## config.mk

```make
export PLATFORM = sky130hd
export DESIGN_NAME = i2c_master_arbiter
export DESIGN_NICKNAME = d
export VERILOG_FILES = /design/src/rtl/i2c_pkg.sv /design/src/rtl/i2c_master_arbiter_rr_pick.sv /design/src/rtl/i2c_master_arbiter.sv
export SDC_FILE = /design/constraint.sdc
export NUM_CORES = 1
export LEC_CHECK = 0
export BUFFER_PORTS_ARGS = -buffer_cell sky130_fd_sc_hd__buf_4
export CAP_MARGIN = 40
export CELL_PAD_IN_SITES_DETAIL_PLACEMENT = 1
export CELL_PAD_IN_SITES_GLOBAL_PLACEMENT = 1
export CORE_UTILIZATION = 40
export CTS_CLUSTER_SIZE = 30
export DETAILED_ROUTE_END_ITERATION = 7
export GPL_ROUTABILITY_DRIVEN = 0
export HOLD_SLACK_MARGIN = 0.1
export PLACE_DENSITY_LB_ADDON = 0.1
export SLEW_MARGIN = 20
export SYNTH_ARGS = -nofsm -noshare
export SYNTH_HDL_FRONTEND = slang
export SYNTH_SLANG_ARGS = --single-unit
```

## constraint.sdc

```tcl
create_clock -name clk -period 6.6 [get_ports clk]
set_input_delay 0 -clock clk [delete_from_list [all_inputs] [get_ports clk]]
set_output_delay 0 -clock clk [all_outputs]
set_load 0.02 [all_outputs]
```

## src/rtl/i2c_pkg.sv

```systemverilog
// i2c_pkg: shared FSM encoding and field widths for the I2C master arbiter
package i2c_pkg;
    localparam int I2C_ADDR_W = 7;
    localparam int I2C_DATA_W = 8;
    localparam int CNT_W      = 16;
    typedef enum logic [1:0] {IDLE, ISSUE, WAIT_ACCEPT, WAIT_DONE} state_e;
endpackage

```

## src/rtl/i2c_master_arbiter_rr_pick.sv

```systemverilog
// rr_pick: combinational round-robin picker, first requester after ptr_i wins
module rr_pick #(
    parameter int N  = 4,
    parameter int IW = $clog2(N)
) (
    input  logic [N-1:0]  req_i,
    input  logic [IW-1:0] ptr_i,
    output logic [N-1:0]  gnt_o,
    output logic [IW-1:0] idx_o,
    output logic          valid_o
);
    logic [IW-1:0] j;
    // scan from lowest to highest priority so the nearest requester after ptr_i overrides
    always_comb begin
        gnt_o = '0;
        idx_o = '0;
        j     = '0;
        for (int k = N; k >= 1; k--) begin
            j = IW'((int'(ptr_i) + k) % N);
            if (req_i[j]) begin
                idx_o    = j;
                gnt_o    = '0;
                gnt_o[j] = 1'b1;
            end
        end
    end
    assign valid_o = |req_i;
endmodule

```

## src/rtl/i2c_master_arbiter.sv

```systemverilog
// i2c_master_arbiter: round-robin sharing of one I2C byte-write master among requesters
module i2c_master_arbiter
    import i2c_pkg::*;
#(
    parameter int NUM_REQ        = 4,
    parameter int ACCEPT_TIMEOUT = 16,
    parameter int XFER_TIMEOUT   = 65535
) (
    input  logic                          clk,
    input  logic                          reset,
    input  logic [NUM_REQ-1:0]            req,
    input  logic [NUM_REQ*I2C_ADDR_W-1:0] req_addr,
    input  logic [NUM_REQ*I2C_DATA_W-1:0] req_data,
    output logic [NUM_REQ-1:0]            grant,
    output logic [NUM_REQ-1:0]            done,
    output logic [NUM_REQ-1:0]            err,
    output logic                          busy,
    output logic                          m_start,
    output logic [I2C_ADDR_W-1:0]         m_addr,
    output logic [I2C_DATA_W-1:0]         m_data,
    input  logic                          m_ready
);
    localparam int IW      = $clog2(NUM_REQ);
    // the timeout fires on the cycle whose increment brings the counter to TIMEOUT-1
    localparam int ACC_LIM = ACCEPT_TIMEOUT - 2;
    localparam int XFR_LIM = XFER_TIMEOUT - 2;

    state_e                  state_q, state_d;
    logic [NUM_REQ-1:0]      grant_q, grant_d, done_q, done_d, err_q, err_d;
    logic [CNT_W-1:0]        cnt_q, cnt_d;
    logic [IW-1:0]           ptr_q, ptr_d, own_q, own_d;
    logic [I2C_ADDR_W-1:0]   addr_q, addr_d;
    logic [I2C_DATA_W-1:0]   data_q, data_d;
    logic [NUM_REQ-1:0]      pick_gnt;
    logic [IW-1:0]           pick_idx;
    logic                    pick_valid;

    rr_pick #(.N(NUM_REQ), .IW(IW)) u_pick (
        .req_i   (req),
        .ptr_i   (ptr_q),
        .gnt_o   (pick_gnt),
        .idx_o   (pick_idx),
        .valid_o (pick_valid)
    );

    // transaction sequencer; a new grant waits out the done/err cycle so the owner can drop req
    always_comb begin
        state_d = state_q;
        grant_d = grant_q;
        done_d  = '0;
        err_d   = '0;
        cnt_d   = cnt_q;
        ptr_d   = ptr_q;
        own_d   = own_q;
        addr_d  = addr_q;
        data_d  = data_q;
        unique case (state_q)
            IDLE: begin
                grant_d = '0;
                if (pick_valid && m_ready && !(|done_q) && !(|err_q)) begin
                    grant_d = pick_gnt;
                    own_d   = pick_idx;
                    addr_d  = req_addr[int'(pick_idx)*I2C_ADDR_W +: I2C_ADDR_W];
                    data_d  = req_data[int'(pick_idx)*I2C_DATA_W +: I2C_DATA_W];
                    state_d = ISSUE;
                end
            end
            ISSUE: begin
                cnt_d   = '0;
                state_d = WAIT_ACCEPT;
            end
            WAIT_ACCEPT: begin
                if (!m_ready) begin
                    cnt_d   = '0;
                    state_d = WAIT_DONE;
                end else begin
                    cnt_d = cnt_q + 16'd1;
                    if (int'(cnt_q) >= ACC_LIM) begin
                        err_d   = grant_q;
                        ptr_d   = own_q;
                        state_d = IDLE;
                    end
                end
            end
            WAIT_DONE: begin
                if (m_ready) begin
                    done_d  = grant_q;
                    ptr_d   = own_q;
                    state_d = IDLE;
                end else begin
                    cnt_d = cnt_q + 16'd1;
                    if (int'(cnt_q) >= XFR_LIM) begin
                        err_d   = grant_q;
                        ptr_d   = own_q;
                        state_d = IDLE;
                    end
                end
            end
            default: state_d = IDLE;
        endcase
    end

    // state and output registers; pointer resets so requester 0 wins first
    always_ff @(posedge clk) begin
        if (reset) begin
            state_q <= IDLE;
            grant_q <= '0;
            done_q  <= '0;
            err_q   <= '0;
            cnt_q   <= '0;
            ptr_q   <= IW'(NUM_REQ - 1);
            own_q   <= '0;
            addr_q  <= '0;
            data_q  <= '0;
        end else begin
            state_q <= state_d;
            grant_q <= grant_d;
            done_q  <= done_d;
            err_q   <= err_d;
            cnt_q   <= cnt_d;
            ptr_q   <= ptr_d;
            own_q   <= own_d;
            addr_q  <= addr_d;
            data_q  <= data_d;
        end
    end

    assign grant   = grant_q;
    assign done    = done_q;
    assign err     = err_q;
    assign busy    = state_q != IDLE;
    assign m_start = state_q == ISSUE;
    assign m_addr  = addr_q;
    assign m_data  = data_q;
endmodule

```

==> metrics.md <==
| Metric | Value |
|---|---|
| Num CTS Buffers | `5` |
| HPWL after detailed placement | `around 6300 um` |
| Kind of critical path | `flip-flop to flip-flop` |
| VDD IR-drop max | `around 0.000090 V` |
| Largest net degree at the start of global routing | `32` |
| Synth warn | `0` |
| Clk root buf | `clkbuf_8` |
| # diodes | `0` |
| Initial core utilization | `0.4218` |
| Pwr Total | `763.4 uW` |
| Register share of total power | `0.422` |
| Most common cell after layout, fill and taps aside | `buf_4` |
| Net Count, Synth | `slightly above 400` |
| Vias post-DR | `just over 3k` |
| Layout cells sized above 1 | `0.2795` |
| Setup TNS | `0 ns` |
| CP Max Fanout | `31` |
| Cell-internal power | `roughly 530 uW` |
| Max-slew headroom | `0.5198` |
| EDFF count, synth | `0` |
| Maximum root-to-sink buffer count | `2` |
| Seq/Total Area, Yosys | `0.3349` |
| Syn Std Cell Area | `2929 um^2` |
| CP max stage delay | `roughly 0.8 ns` |
| MaxCap Viol Count | `0` |
| FP Rows | `30` |
| Final slew viol count | `0` |
| Clock skew | `around 0.011 ns` |
| Leakage power | `1.801 nW` |
| Post-synth ARST share | `0` |
| Die H | `between 80 and 90 um` |
| # DRC | `0` |
| CTS resizes | `0` |
| Dominant cell type by area after synthesis | `dfxtp_1` |
| Synth area leaders | `dfxtp_1, mux2i_1, nand2_1, a32o_1, ha_1` |
| Commonest cells after routing, fill and taps aside | `buf_4, dfxtp_1, nand2_1` |
| Initial antenna violation count | `0` |
| FF+latch count, synth | `49` |
| HP Class | `input pin to flip-flop` |
| Final Hold Fails | `0` |
| Top cell by count, worst path | `dlygate4sd3_1` |
| Slew @ Worst Pin | `0.7193 ns` |
| GRT Total Usage | `0.2892` |
| Die area | `7669 um^2` |
| First-pass GRT wire length | `about 17000 um` |
| Top-area cell type share of the netlist area | `0.3349` |
| Status | `complete, no violations` |
| Max frequency | `around 230 MHz` |
| Grt ovf | `0` |
| Synthesized area per cell | `~9 um^2` |
| Critical Path AT | `4.65 ns` |
| Layout area overhead | `43.70%` |
| Slowest CP cell | `dfxtp_1` |
| Netlist cell types | `58` |
| Die W | `87.57 um` |
| First-pass iteration count of the detailed router | `4` |
| Via density | `approximately 5.6` |
| Net Sw Frac | `0.2995` |
| Fin nets | `around 540` |
| RSZ-0062 raised after global routing | `no` |
| Clk sink count | `approximately 50` |
| Final ANT Viol Nets | `0` |
| Reg clk slew, reported paths | `roughly 0.1 ns` |
| Min-delay src | `m_ready` |
| WL final | `between 10000 and 15000 um` |
| Final setup vio count | `0` |
| Critical path startpoint | `ptr_q[0]$_SDFFE_PP1P_` |
| Final Cycle Share | `0.6730` |
| Initial DRC count | `around 170` |
| # port buffers | `95` |
| Tmin final | `roughly 4.4 ns` |
| Cell count after synthesis | `about 330` |
| Switch Pwr | `228.7 uW` |
| Wire per inst | `roughly 20 um` |
| Top_reg_cell synth | `dfxtp_1` |
| Critical Path Source Type | `flip-flop` |
| Vias in the first global route | `around 3.2k` |
| CP bufs+invs | `4` |
| CP top delay family | `buffers and inverters` |
| Gate power share | `0.269` |
| CTS tree | `yes` |
| CP endpoint kind | `flip-flop` |
| Worst path cell trace | `inv_1, ha_1, nor2_1, a221oi_4, buf_4, mux2i_1, dlygate4sd3_1, nand2_1, a32o_1, dlygate4sd3_1` |
| Data required, critical path | `approximately 6.8 ns` |
| I/O Pins | `96` |
| Core Box Area | `a little under 7000 um^2` |
| Clock Power Share | `0.308` |
| Skew-Pair Late Insertion Delay | `roughly 0.32 ns` |
| RR Startpoint | `ptr_q[0]$_SDFFE_PP1P_` |
| H-tree Lvls | `2` |
| PD cells | `181.4 nW/um^2` |
## metal layers
| layer | global-route usage | vias up | wire length (um) |
|---|---|---|---|
| met5 | 0 | - | 0 |
| met4 | 0.1311 | 0 | 372 |
| met3 | 0.05278 | 34 | 546 |
| met2 | 0.5156 | 115 | 5554 |
| met1 | 0.3370 | 1523 | 4542 |
| li1 | - | 1437 | - |
## synthesized netlist by cell type (2+ instances only)
cell type	instances
buf_6	5
xor2_1	8
mux2_2	3
o21ai_0	12
a32o_1	14
xnor2_1	4
buf_2	5
nand2_1	43
a22oi_1	2
o21ai_1	3
a221o_1	4
mux4_2	2
inv_1	14
a211o_1	3
nand4_1	3
nor4_1	4
mux2i_1	32
a21oi_1	10
ha_1	11
o211ai_1	2
buf_4	3
nor3_1	8
nor2_2	3
dfxtp_1	49
nor2_1	32
or3_1	3
nand3_1	11
nor2b_1	3
## metrics by stage
step / cell area (um^2) / hold WS [ns] / worst slack (ns) / utilization / cells
2_1_floorplan: 2929 / 0.2527 / 4.141 / - / 326
5_1_grt: 4209 / 0.1107 / 2.030 / 0.6061 / 554
6_report: 4209 / 0.1040 / 2.158 / 0.6061 / 554
3_5_place_dp: 3669 / 0.3310 / 3.417 / 0.5283 / 504
3_3_place_gp: 3654 / 0.3271 / 3.609 / 0.5261 / 502
4_1_cts: 4209 / 0.1014 / 2.422 / 0.6061 / 554
## final timing paths
kind                            depth (start not counted)  slack, ns                     end
worst max-delay path                                   10       2.16  m_addr[3]$_SDFFE_PP0P_
worst min-delay path                                    4       0.10   cnt_q[1]$_SDFFE_PP0P_
worst max register to register                         10       2.16  m_addr[3]$_SDFFE_PP0P_
worst min register to register                          1       0.48   ptr_q[0]$_SDFFE_PP1P_
## state kept, by name, summed over array words and instances (netlist names)
| signal | count |
|---|---|
| state_q | 2 |
| grant | 4 |
| ptr_q | 2 |
| cnt_q | 16 |
| err | 4 |
| m_addr | 7 |
| m_data | 8 |
| own_q | 2 |
| done | 4 |
## worst min-delay path, stage by stage
cell and delay (ns):
buf_4 0.11, xor2_1 0.06, a31oi_1 0.16, nor2_1 0.05
## what timing repair did
item	in CTS	in global routing
hold buffers	42	0
setup buffers	0	0
endpoints found under the hold margin	27	0
## layout make-up
type                    count  area (um^2)
fillers                   818         2735
multi-input cells         246         1775
repair buffers            140         1156
flip-flops and latches     49        980.9
well taps                  96        120.1
clock buffers               6        82.58
inverters                  15        56.30
clock inverters             2        37.54
## power groups by stage
stage	Clock, mW	Sequential, mW	Combinational (mW)
final	0.235	0.323	0.206
after global routing	0.247	0.324	0.218
after CTS	0.234	0.320	0.194
after detailed placement	0	0.327	0.165
after global placement	0	0.326	0.160
after floorplan	0	0.336	0.0879
## cell families after synthesis
| group | Yosys count | share of synthesized area |
|---|---|---|
| compound gates | 65 | 0.1833 |
| buf+inv | 31 | 0.05894 |
| fa+ha+maj | 11 | 0.04699 |
| flops | 49 | 0.3349 |
| mux | 37 | 0.1363 |
| simple gates | 121 | 0.2038 |
| xor+xnor | 12 | 0.03588 |
Note: power is estimated with default switching activity, not from simulation.
